`src/rtl/clk_div_pkg.sv`:
```
// Shared types and constants for the programmable multi-channel clock divider.
package clk_div_pkg;

    typedef enum logic [1:0] {
        IDLE = 2'd0,
        HIGH = 2'd1,
        LOW  = 2'd2
    } ch_state_e;

    localparam int unsigned DEFAULT_HALF = 5;

endpackage

```
`src/rtl/clk_div_if.sv`:
```
// Control and status bundle of the clock divider: per-channel enables, config writes, clocks and strobes.
interface clk_div_if #(
    parameter int unsigned NumCh    = 2,
    parameter int unsigned CntWidth = 16
);
    logic [NumCh-1:0]    en_i;
    logic [NumCh-1:0]    cfg_we_i;
    logic [CntWidth-1:0] cfg_half_i;
    logic                sync_i;
    logic [NumCh-1:0]    clk_o;
    logic [NumCh-1:0]    rise_o;
    logic [NumCh-1:0]    fall_o;
    logic [NumCh-1:0]    busy_o;
    logic [NumCh-1:0]    cfg_pending_o;

    modport master (
        output en_i, cfg_we_i, cfg_half_i, sync_i,
        input  clk_o, rise_o, fall_o, busy_o, cfg_pending_o
    );

    modport slave (
        input  en_i, cfg_we_i, cfg_half_i, sync_i,
        output clk_o, rise_o, fall_o, busy_o, cfg_pending_o
    );
endinterface

```
`src/rtl/clk_div_ch.sv`:
```
// One divider channel: IDLE/HIGH/LOW machine, half-period counter, shadow
// register and edge strobes. Ratio updates land only on entry into HIGH.
module clk_div_ch
    import clk_div_pkg::*;
#(
    parameter int unsigned CntWidth    = 16,
    parameter int unsigned DefaultHalf = DEFAULT_HALF
) (
    input  logic                clk,
    input  logic                rst_n,
    input  logic                en_i,
    input  logic                we_i,
    input  logic [CntWidth-1:0] half_i,
    input  logic                sync_i,
    output logic                clk_o,
    output logic                rise_o,
    output logic                fall_o,
    output logic                busy_o,
    output logic                pend_o
);

    localparam logic [CntWidth-1:0] ONE      = CntWidth'(1);
    localparam logic [CntWidth-1:0] HALF_RST = CntWidth'(DefaultHalf);

    ch_state_e           state_q, state_d;
    logic [CntWidth-1:0] cnt_q, cnt_d;
    logic [CntWidth-1:0] act_q, act_d;
    logic [CntWidth-1:0] shd_q, shd_d;
    logic                pend_q, pend_d;
    logic                clk_q, clk_d;
    logic                rise_q, rise_d;
    logic                fall_q, fall_d;
    logic                busy_q, busy_d;

    logic [CntWidth-1:0] wr_val;
    logic                last;
    logic                enter_hi;

    assign wr_val = (half_i == '0) ? ONE : half_i;
    assign last   = (cnt_q == (act_q - ONE));

    // State register and registered outputs
    always_ff @(posedge clk or negedge rst_n) begin
        if (!rst_n) begin
            state_q <= IDLE;
            cnt_q   <= '0;
            act_q   <= HALF_RST;
            shd_q   <= HALF_RST;
            pend_q  <= 1'b0;
            clk_q   <= 1'b0;
            rise_q  <= 1'b0;
            fall_q  <= 1'b0;
            busy_q  <= 1'b0;
        end else begin
            state_q <= state_d;
            cnt_q   <= cnt_d;
            act_q   <= act_d;
            shd_q   <= shd_d;
            pend_q  <= pend_d;
            clk_q   <= clk_d;
            rise_q  <= rise_d;
            fall_q  <= fall_d;
            busy_q  <= busy_d;
        end
    end

    // Next-state: phase sequencing, sync realign, shadow write and apply
    always_comb begin
        state_d  = state_q;
        cnt_d    = cnt_q;
        act_d    = act_q;
        shd_d    = shd_q;
        pend_d   = pend_q;
        enter_hi = 1'b0;

        if (we_i) begin
            shd_d  = wr_val;
            pend_d = 1'b1;
        end

        unique case (state_q)
            IDLE: enter_hi = en_i;
            HIGH: begin
                if (sync_i && en_i) begin
                    enter_hi = 1'b1;
                end else if (last) begin
                    state_d = LOW;
                    cnt_d   = '0;
                end else begin
                    cnt_d = cnt_q + ONE;
                end
            end
            LOW: begin
                if (last) begin
                    cnt_d = '0;
                    if (en_i) enter_hi = 1'b1;
                    else      state_d  = IDLE;
                end else if (sync_i && en_i) begin
                    enter_hi = 1'b1;
                end else begin
                    cnt_d = cnt_q + ONE;
                end
            end
            default: state_d = IDLE;
        endcase

        // A write in the same cycle as entry goes straight into the active ratio
        if (enter_hi) begin
            state_d = HIGH;
            cnt_d   = '0;
            pend_d  = 1'b0;
            if (we_i)        act_d = wr_val;
            else if (pend_q) act_d = shd_q;
        end
    end

    // Output decode from the upcoming state
    always_comb begin
        clk_d  = (state_d == HIGH);
        rise_d = clk_d & ~clk_q;
        fall_d = ~clk_d & clk_q;
        busy_d = (state_d != IDLE);
    end

    assign clk_o  = clk_q;
    assign rise_o = rise_q;
    assign fall_o = fall_q;
    assign busy_o = busy_q;
    assign pend_o = pend_q;

endmodule

```
`src/rtl/clk_div_gen.sv`:
```
// Multi-channel programmable clock generator: NumCh independent divider
// channels sharing the config bus and the global sync pulse.
module clk_div_gen
    import clk_div_pkg::*;
#(
    parameter int unsigned NumCh       = 2,
    parameter int unsigned CntWidth    = 16,
    parameter int unsigned DefaultHalf = DEFAULT_HALF
) (
    input  logic     clk_sys_in,
    input  logic     rst_sys_in,
    clk_div_if.slave bus
);

    logic [NumCh-1:0] clk_w;
    logic [NumCh-1:0] rise_w;
    logic [NumCh-1:0] fall_w;
    logic [NumCh-1:0] busy_w;
    logic [NumCh-1:0] pend_w;

    for (genvar c = 0; c < NumCh; c++) begin : g_ch
        clk_div_ch #(
            .CntWidth    (CntWidth),
            .DefaultHalf (DefaultHalf)
        ) u_ch (
            .clk    (clk_sys_in),
            .rst_n  (rst_sys_in),
            .en_i   (bus.en_i[c]),
            .we_i   (bus.cfg_we_i[c]),
            .half_i (bus.cfg_half_i),
            .sync_i (bus.sync_i),
            .clk_o  (clk_w[c]),
            .rise_o (rise_w[c]),
            .fall_o (fall_w[c]),
            .busy_o (busy_w[c]),
            .pend_o (pend_w[c])
        );
    end

    assign bus.clk_o         = clk_w;
    assign bus.rise_o        = rise_w;
    assign bus.fall_o        = fall_w;
    assign bus.busy_o        = busy_w;
    assign bus.cfg_pending_o = pend_w;

endmodule

```
`src/flat_wrapper.sv`:
```
// flat-port wrapper written by rule: the top's interface ports become plain ports
module clk_div_gen_flat import clk_div_pkg::*;
#(
    parameter int unsigned NumCh       = 2,
    parameter int unsigned CntWidth    = 16,
    parameter int unsigned DefaultHalf = DEFAULT_HALF
)
  (clk_sys_in, rst_sys_in, bus_en_i, bus_cfg_we_i, bus_cfg_half_i, bus_sync_i, bus_clk_o, bus_rise_o, bus_fall_o, bus_busy_o, bus_cfg_pending_o);
  clk_div_if #(.NumCh(NumCh), .CntWidth(CntWidth)) bus_i ();
  input  logic clk_sys_in;
  input  logic rst_sys_in;
  input wire logic [$bits(bus_i.en_i)-1:0] bus_en_i;
  input wire logic [$bits(bus_i.cfg_we_i)-1:0] bus_cfg_we_i;
  input wire logic [$bits(bus_i.cfg_half_i)-1:0] bus_cfg_half_i;
  input wire logic [$bits(bus_i.sync_i)-1:0] bus_sync_i;
  output wire logic [$bits(bus_i.clk_o)-1:0] bus_clk_o;
  output wire logic [$bits(bus_i.rise_o)-1:0] bus_rise_o;
  output wire logic [$bits(bus_i.fall_o)-1:0] bus_fall_o;
  output wire logic [$bits(bus_i.busy_o)-1:0] bus_busy_o;
  output wire logic [$bits(bus_i.cfg_pending_o)-1:0] bus_cfg_pending_o;
  assign bus_i.en_i = bus_en_i;
  assign bus_i.cfg_we_i = bus_cfg_we_i;
  assign bus_i.cfg_half_i = bus_cfg_half_i;
  assign bus_i.sync_i = bus_sync_i;
  assign bus_clk_o = bus_i.clk_o;
  assign bus_rise_o = bus_i.rise_o;
  assign bus_fall_o = bus_i.fall_o;
  assign bus_busy_o = bus_i.busy_o;
  assign bus_cfg_pending_o = bus_i.cfg_pending_o;
  clk_div_gen #(.NumCh(NumCh), .CntWidth(CntWidth), .DefaultHalf(DefaultHalf)) u_core (.clk_sys_in(clk_sys_in), .rst_sys_in(rst_sys_in), .bus(bus_i));
endmodule
```
`config.mk`:
```
export PLATFORM = sky130hd
export DESIGN_NAME = clk_div_gen_flat
export DESIGN_NICKNAME = d
export VERILOG_FILES = /design/src/rtl/clk_div_pkg.sv /design/src/rtl/clk_div_if.sv /design/src/rtl/clk_div_ch.sv /design/src/rtl/clk_div_gen.sv /design/src/flat_wrapper.sv
export SDC_FILE = /design/constraint.sdc
export NUM_CORES = 1
export LEC_CHECK = 0
export CAP_MARGIN = 15
export CELL_PAD_IN_SITES_DETAIL_PLACEMENT = 0
export CELL_PAD_IN_SITES_GLOBAL_PLACEMENT = 1
export CORE_AREA = 2 2 112 114
export DETAILED_ROUTE_END_ITERATION = 6
export DIE_AREA = 0 0 114 116
export PLACE_DENSITY_LB_ADDON = 0.25
export SYNTH_ARGS = -nofsm -noshare
export SYNTH_HDL_FRONTEND = slang
export SYNTH_SLANG_ARGS = --single-unit
```
`constraint.sdc`:
```
create_clock -name clk_sys_in -period 6.75 [get_ports clk_sys_in]
set_input_delay 1.35 -clock clk_sys_in [delete_from_list [all_inputs] [get_ports clk_sys_in]]
set_output_delay 1.35 -clock clk_sys_in [all_outputs]
set_load 0.05 [all_outputs]
```
After elaboration in Yosys (flattened, before gate mapping)

Index checks and enable logic that the tools add are counted.
Widths: inputs -> output; s select.

Flip-flop bits (word level): 110
Bits of input ports: 23

Bitwise gates (word level): 8
$add $sub $neg: 4
Reductions and logical operators: 17
Equal/unequal tests: 12
Mux-type cells: 41

Operator list:

| operator              | number |
|---|---|
| $mux 16               | 15 |
| $pmux 16 s2           | 2 |
| $add 16x1->16 const B | 2 |
| $eq 16x16->1          | 2 |
| $sub 16x1->16 const B | 2 |
| $mux 2                | 10 |
| $logic_not 16->1      | 1 |
| $pmux 2 s3            | 2 |
| $reduce_bool 2->1     | 6 |
| $mux 1                | 10 |
| $eq 2x1->1 const B    | 4 |
| $ne 4x4->1 const B    | 2 |
| $ne 3x3->1 const B    | 2 |
| $pmux 1 s3            | 2 |
| $reduce_and 3->1      | 2 |
| $reduce_bool 3->1     | 2 |
| $and 1x1->1           | 4 |
| $eq 2x2->1 const B    | 2 |
| $logic_not 2->1       | 2 |
| $not 1->1             | 4 |
| $reduce_and 2->1      | 2 |
| $logic_and 1x1->1     | 2 |

Logic depth before layout (Yosys ltp)

Gate-level depths: netlist of run 1.

Depth in word-level cells: 9
Depth in mapped cells: 13
Depth with buffers taken out: 10

Hierarchy

Synthesis of run 1 repeated with hierarchy kept, for this count alone.

Cell total of the unflattened synthesis: 564
Area, all modules: 6107.1 µm²

By module, submodules not included:

| module                            | area each (µm²) | instances | seq. area each (µm²) | cells each |
|---|---|---|---|---|
| clk_div_ch at u_core.g_ch[1].u_ch | 3088.0          | 1         | 1381.3               | 279 |
| clk_div_ch at u_core.g_ch[0].u_ch | 3019.1          | 1         | 1381.3               | 285 |

Worst setup path after synthesis of run 1

No wires, ideal clock.

Path kind: reg2reg
From: register u_core.g_ch[1].u_ch.act_q[8]
To: register u_core.g_ch[1].u_ch.act_q[10]
Cell stages (with the launch flop): 12
Slack: 3.597 ns
Setup time: 0.127 ns
Clock period less this slack: 3.153 ns
Data arrival time: 3.025 ns
Path through: dfrtp_1 buf_6 or3_1 or4_1 or3_1 a211oi_2 nand4_2 a21oi_2 o2111a_1 buf_4 buf_8 mux2_1

Longest elaborated chain between the ends: 5

RTL lines:

| element                           | RTL line         | text |
|---|---|---|
| from (decl)                       | clk_div_ch.sv:27 | `logic [CntWidth-1:0] act_q, act_d;` |
| from (signal assigned)            | clk_div_ch.sv:57 | `act_q <= act_d;` |
| $sub 16x1->16                     | clk_div_ch.sv:40 | `assign last = (cnt_q == (act_q - ONE));` |
| $eq 16x16->1                      | clk_div_ch.sv:40 |  |
| $mux 1                            | clk_div_ch.sv:94 | `if (last) begin` |
| $pmux 1 s3                        | clk_div_ch.sv:81 | `unique case (state_q)` |
| $reduce_and 2->1 (no source line) | --               |  |

No other way between the ends.
A chain may end at the register's enable or synchronous reset.

Worst setup path in the final report of run 1

From: register u_core.g_ch[1].u_ch.act_q[8]
To: register u_core.g_ch[1].u_ch.act_q[15]

Same word-level chain as after synthesis.

==> flow_metrics.tcl, run 1 <==
set metrics [dict create \
    worst_path_largest_cell_delay_ns 0.66 \
    avgSynthCellArea_sq_um 11.0 \
    synthCells 559 \
    crit_path_cell_trace "or3_1 -> or4_1 -> or3_1 -> a211oi_2 -> nand4_2 -> a21oi_2 -> o2111a_1 -> mux2_2" \
    synth_top_flop_cell "dfrtp_1" \
    vdd_drop_max_v 0.000139 \
    dr.first_iter.drc_count 333 \
    fp.dieH_um 116 \
    drc 0 \
    cts.sinks 110 \
    wl_um 12700 \
    status "finished, final reports clean" \
    dpl.hpwl_um 8870 \
    cp_common_cell "or3_1" \
    cts_tree "done" \
    cp-end-kind "register" \
    comb_power_share 0.218 \
    initial_core_util 0.518 \
    total_leakage_power_nw 2.81 \
    slew_violations 0 \
    grt_util_all_layers 0.201 \
    required_ns 6.99 \
    ys_ff_latch 110 \
    wl_per_cell_um 17.6 \
    antenna_left 0 \
    finClkSkew_ns 0.00683 \
    hold_buffers 0 \
    antenna_cells 0 \
    portBuffers 32 \
    post-cts-setup-buffers 0 \
    syn_to_final_growth_pct 9.51 \
    drive_above_1_share 0.185 \
    period_minus_slack_ns 3.90 \
    clock_latency_ns 0.36 \
    synthArstFlopShare 1.00 \
    grt_pass1_wl_um 20700 \
    clkPwrFrac 0.307 \
    power.density_nw_per_um2 276 \
    dp_slack_ns 2.64 \
    grt_pass1_vias 3965 \
    multi_input_area_sq_um 3080 \
    power_frac_seq 0.475 \
    vias 4381 \
    hp-class "reg2reg" \
    power.internal_w 0.00130 \
    final-seq-area_sq_um 2760 \
    hold_violations 0 \
    fin_ws_ns 2.85 \
    cts_resized 0 \
    netlist_area_sq_um 6170 \
    crit_arrival_ns 4.14 \
    synth_nets 586 \
    placedCellCount 704 \
    die_area_sq_um 13200 \
    clk_pin_slew_ns 0.07 \
    vias_per_cell 6.08 \
    nNetsFinal 596 \
    antenna_found_initial 0 \
    cts_max_level 3 \
    path_max_fanout 16 \
    fp-row-count 40 \
    cap_violations 0 \
    grt_start_max_net_pins 67 \
    switching_share 0.304 \
    die_w_um 114 \
    cts_made_buffers 9 \
    start_kind "register" \
    worst_pin_slew_ns 1.07 \
    yosys_warnings 0 \
    synth_cell_type_count 69 \
    root_buffer "clkbuf_16" \
    path_class "reg2reg" \
    routabilityCongestion 0.862 \
    n_fill_cell 1058 \
    seq_area_frac_synth 0.448 \
    drtPass1Iterations 4 \
    maxSlewHeadroom 0.283 \
    finalPower_w 0.00187 \
    fmax_ghz 0.256 \
    core_area_sq_um 11900 \
    switchingPower_w 0.000567 \
    fin_cells 721 \
    clockBufferDepth 2 \
    synth-edff-count 0 \
    grt_setup_unrepaired "false" \
    cp_slowest_cell "o2111a_1" \
    num_io_pins 33 \
    fin_crit_sh 0.578 \
    fin_setup_tns_ns 0 \
    setup_viol 0 \
    overflow 0 \
]
-- sequential cells by signal, summed over array words and instances (netlist names) --
| name | cells |
|---|---|
| u_core.g_ch.u_ch.rise_o | 2 |
| u_core.g_ch.u_ch.pend_o | 2 |
| u_core.g_ch.u_ch.busy_o | 2 |
| u_core.g_ch.u_ch.shd_q | 32 |
| u_core.g_ch.u_ch.clk_o | 2 |
| u_core.g_ch.u_ch.cnt_q | 32 |
| u_core.g_ch.u_ch.state_q | 4 |
| u_core.g_ch.u_ch.fall_o | 2 |
| u_core.g_ch.u_ch.act_q | 32 |
-- power groups by stage --
| stage | Sequential [W] | Combinational [W] | Clock [W] |
|---|---|---|---|
| 3_3_place_gp | 0.000892 | 0.000390 | 0 |
| 3_5_place_dp | 0.000895 | 0.000402 | 0 |
| 5_1_grt | 0.000901 | 0.000450 | 0.000614 |
| 6_report | 0.000885 | 0.000407 | 0.000573 |
| 2_1_floorplan | 0.000842 | 0.000361 | 0 |
| 4_1_cts | 0.000884 | 0.000406 | 0.000589 |
-- metrics by stage --
stage               utilization  cell area [sq um]  hold slack, ns
floorplan                     -               6170           0.429
global placement          0.540               6430           0.455
detailed placement        0.540               6430           0.475
CTS                       0.566               6750           0.487
global route              0.567               6760           0.490
finish                    0.567               6760           0.477
-- synth_stat cells (all sizes together), types with 6 or more instances --
cell | n | share of area
o21ai | 12 | 0.0097
or2 | 10 | 0.010
clkbuf | 17 | 0.015
dfstp | 8 | 0.034
a21oi | 15 | 0.013
nand4 | 6 | 0.0071
nor4 | 19 | 0.024
inv | 11 | 0.0067
dfrtp | 102 | 0.41
o311ai | 9 | 0.013
xnor2 | 20 | 0.028
mux2 | 62 | 0.12
nand2 | 14 | 0.0085
nor3 | 17 | 0.014
buf | 23 | 0.031
xor2 | 17 | 0.024
nand2b | 6 | 0.0061
o21a | 12 | 0.015
nor3b | 13 | 0.017
nand3 | 16 | 0.013
nor2 | 20 | 0.012
a31oi | 20 | 0.020
and3 | 22 | 0.022
-- kinds of logic (layout without fill, tap and decap cells) --
logic type / Yosys count / in the layout / synth area share
AOI/OAI and AO/OA: 116 / 116 / 0.140
xor gates and xnor gates: 37 / 37 / 0.0525
adders and majority gates: 4 / 4 / 0.00811
buffers and inverters: 51 / 66 / 0.0533
DFF: 110 / 110 / 0.448
muxes: 67 / 67 / 0.127
and+or+nand+nor: 174 / 174 / 0.172
-- layout make-up --
class,count,share of cell area
tap,147,0.0272
inverter,11,0.00611
multi-input combinational,398,0.456
clock inverter,4,0.0104
timing repair buffer,39,0.0553
clock buffer,12,0.0365
sequential,110,0.409
-- worst paths after layout --
kind                            slack, ns                         start  cells after the start                             to
worst max-delay path                 2.85  u_core.g_ch[1].u_ch.act_q[8]                      8  u_core.g_ch[1].u_ch.act_q[15]
worst min-delay path                 0.48     u_core.g_ch[1].u_ch.clk_o                      1     u_core.g_ch[1].u_ch.rise_o
worst max register to register       2.85  u_core.g_ch[1].u_ch.act_q[8]                      8  u_core.g_ch[1].u_ch.act_q[15]
worst min register to register       0.48     u_core.g_ch[1].u_ch.clk_o                      1     u_core.g_ch[1].u_ch.rise_o
max in group asynchronous            4.51                    rst_sys_in                      2   u_core.g_ch[1].u_ch.shd_q[1]
min in group asynchronous            1.00                    rst_sys_in                      1   u_core.g_ch[1].u_ch.cnt_q[7]
-- routing by layer --
| metal | vias to the layer above | wire length (um) | global-route usage |
|---|---|---|---|
| met2 | 95 | 5460 | 0.287 |
| met1 | 2177 | 6580 | 0.304 |
| met3 | 7 | 532 | 0.0513 |
| met4 | 0 | 117 | 0.0537 |
| li1 | 2102 | - | - |
| met5 | - | 0 | 0 |
-- critical path, delay by kind of cell, from the launching register on --
family,cells,cell delay [ns]
AOI/OAI and AO/OA,3,1.23
DFF,1,0.47
muxes,1,0.40
and+or+nand+nor,4,1.67
-- cell usage in the layout, fill, tap and decap left out, types with 5 or more instances in the layout --
cell / synthesis / layout
a21oi_1: 13 / 13
inv_1: 11 / 11
nor2b_1: 5 / 5
mux2_1: 10 / 10
nor4_1: 17 / 17
xor2_1: 17 / 17
nand2_1: 14 / 14
nand3_1: 16 / 16
a31oi_1: 20 / 20
dfrtp_1: 102 / 102
a21o_1: 5 / 5
buf_4: 11 / 7
nand4_1: 5 / 5
xnor2_1: 20 / 20
clkdlybuf4s50_1: 0 / 31
o21a_1: 12 / 12
dfstp_2: 8 / 8
o311ai_0: 9 / 9
mux2_2: 42 / 42
nor3b_1: 12 / 12
mux2i_1: 5 / 5
nand3b_1: 5 / 5
or2_2: 10 / 10
nor2_1: 20 / 20
mux2_4: 10 / 10
o211ai_1: 5 / 5
nor3_1: 17 / 17
nand2b_1: 6 / 6
and3_1: 22 / 22
o31ai_1: 5 / 5
clkbuf_16: 0 / 9
o21ai_0: 11 / 11
Power figures use the tool's default switching activity.
==> run 2, diff against run 1 <==
- CORE_AREA: 2 2 112 114 -> 2 2 116 118
- DIE_AREA: 0 0 114 116 -> 0 0 118 120
- clock period: 6.75 -> 3.6 ns (I/O delays scaled with it)
==> run 2 against run 1 <==
First-iteration DRC count fell by 3.0%; clock-buffer cell count fell by 2; register-to-register slack worse by 2.5 ns; die area increased by 7.1%; largest cell class unchanged; largest power group unchanged; highest routed layer unchanged.
==> flow_metrics.tcl, run 2 (synthesis gave the netlist of run 1 again) <==
set metrics [dict create \
    status "finished, final reports clean" \
    regToRegStartpoint "u_core.g_ch[0].u_ch.act_q[1]" \
    switching_share 0.324 \
    grt_start_max_net_pins 58 \
    total_leakage_power_nw 2.82 \
    finClkSkew_ns 0.00747 \
    fp-row-count 42 \
    die_w_um 118 \
    final_common_cell "dfrtp_1" \
    cap_violations 0 \
    hold-worst-slack_ns 0.435 \
    drc 0 \
    portBuffers 32 \
    grt_pass1_wl_um 22400 \
    path_buf_inv 1 \
    core_area_sq_um 13000 \
    n_fill_cell 1193 \
    dr.first_iter.drc_count 323 \
    crit_path_cell_trace "or4_1 -> nor3_1 -> o211ai_1 -> a2111oi_4 -> o211a_1 -> a21oi_2 -> nor4_4 -> buf_12 -> mux2_2" \
    cts.sinks 110 \
    root_buffer "clkbuf_16" \
    vias_per_cell 5.89 \
    vias 4455 \
    dpl_cell_area_sq_um 6560 \
    crit_arrival_ns 3.52 \
    hold_violations 0 \
    nNetsFinal 602 \
    r2r_cells 9 \
    cp_slowest_cell "or4_1" \
    slew_violations 0 \
    final_util 0.527 \
    overflow 0 \
    cts_max_level 3 \
    fp.dieH_um 120 \
    final-seq-area_sq_um 2760 \
    fin_setup_tns_ns 0 \
    dpl.hpwl_um 9580 \
    comb_power_share 0.228 \
    clkPwrFrac 0.283 \
    switchingPower_w 0.00110 \
    routabilityCongestion 0.893 \
    num_io_pins 33 \
    design_area_sq_um 6840 \
    hold_buffers 0 \
    path_class "reg2reg" \
    post-cts-setup-buffers 0 \
    reg_top3 "u_core.g_ch.u_ch.act_q (32), u_core.g_ch.u_ch.cnt_q (32), u_core.g_ch.u_ch.shd_q (32)" \
    final_cell_mix "dfrtp_1 (102), mux2_2 (42), clkdlybuf4s50_1 (31)" \
    rr_endpoint "u_core.g_ch[0].u_ch.act_q[4]" \
    cts_tree "done" \
    worst_pin_slew_ns 0.839 \
    rrSetupSlack_ns 0.32 \
    period_minus_slack_ns 3.28 \
    wl_per_cell_um 17.4 \
    path_max_fanout 16 \
    syn_to_final_growth_pct 10.8 \
    grt_util_all_layers 0.197 \
    fmax_ghz 0.305 \
    initial_core_util 0.476 \
    antenna_left 0 \
    multi_input_area_sq_um 3080 \
    drive_above_1_share 0.195 \
    power.density_nw_per_um2 497 \
    grt_setup_unrepaired "false" \
    die_area_sq_um 14200 \
    antenna_found_initial 0 \
    antenna_cells 0 \
    wl_um 13200 \
    clockBufferDepth 2 \
    fin_crit_sh 0.910 \
    start_kind "register" \
    cts_made_buffers 9 \
    power.internal_w 0.00230 \
    drtPass1Iterations 5 \
    grt_pass1_vias 4271 \
    crit_family "simple AND/OR/NAND/NOR gates" \
    cts_resized 0 \
    cp-end-kind "register" \
    worst_path_largest_cell_delay_ns 0.69 \
    maxSlewHeadroom 0.437 \
    vdd_drop_max_v 0.000222 \
    setup_viol 0 \
    required_ns 3.85 \
    hp-class "in2async" \
    power_frac_seq 0.489 \
    clock_latency_ns 0.36 \
    clk_pin_slew_ns 0.08 \
]
[run 2: power by group through the flow]
stage	clock, W	sequential (W)	combinational, W
after global routing	0.00105	0.00170	0.000865
final	0.000962	0.00166	0.000777
after global placement	0	0.00168	0.000749
after CTS	0.000992	0.00166	0.000783
after detailed placement	0	0.00168	0.000779
after floorplan	0	0.00158	0.000677
[run 2: per-stage QoR]
stage	power [W]	instances	setup slack (ns)
5_1_grt	0.00362	756	0.0955
6_report	0.00340	756	0.323
2_1_floorplan	0.00226	559	0.447
3_3_place_gp	0.00243	740	0.397
3_5_place_dp	0.00246	740	0.328
4_1_cts	0.00344	756	0.307
[run 2: worst max-delay path by stage]
stage	from	end	slack (ns)	cells after the start
3_5_place_dp	u_core.g_ch[0].u_ch.act_q[1]	u_core.g_ch[0].u_ch.act_q[4]	0.33	9
2_1_floorplan	u_core.g_ch[1].u_ch.act_q[8]	u_core.g_ch[1].u_ch.act_q[10]	0.45	11
5_1_grt	u_core.g_ch[1].u_ch.act_q[8]	u_core.g_ch[1].u_ch.act_q[3]	0.1	9
6_report	u_core.g_ch[0].u_ch.act_q[1]	u_core.g_ch[0].u_ch.act_q[4]	0.32	9
4_1_cts	u_core.g_ch[0].u_ch.act_q[1]	u_core.g_ch[0].u_ch.act_q[1]	0.31	9
3_3_place_gp	u_core.g_ch[0].u_ch.act_q[3]	u_core.g_ch[0].u_ch.act_q[15]	0.40	9
[run 2: final cells by class]
| class | instances | area share |
|---|---|---|
| multi-input cells | 398 | 0.450 |
| clock inverters | 6 | 0.00768 |
| repair buffers | 45 | 0.0662 |
| well taps | 176 | 0.0322 |
| inverters | 11 | 0.00604 |
| flip-flops and latches | 110 | 0.404 |
| clock buffers | 10 | 0.0335 |
[run 2: per-layer routing]
layer | global-route usage | wire length, um | up-vias
met5 | 0 | 0 | -
met4 | 0.0648 | 157 | 0
met3 | 0.0352 | 473 | 13
met2 | 0.299 | 6030 | 92
met1 | 0.285 | 6490 | 2226
li1 | - | - | 2124
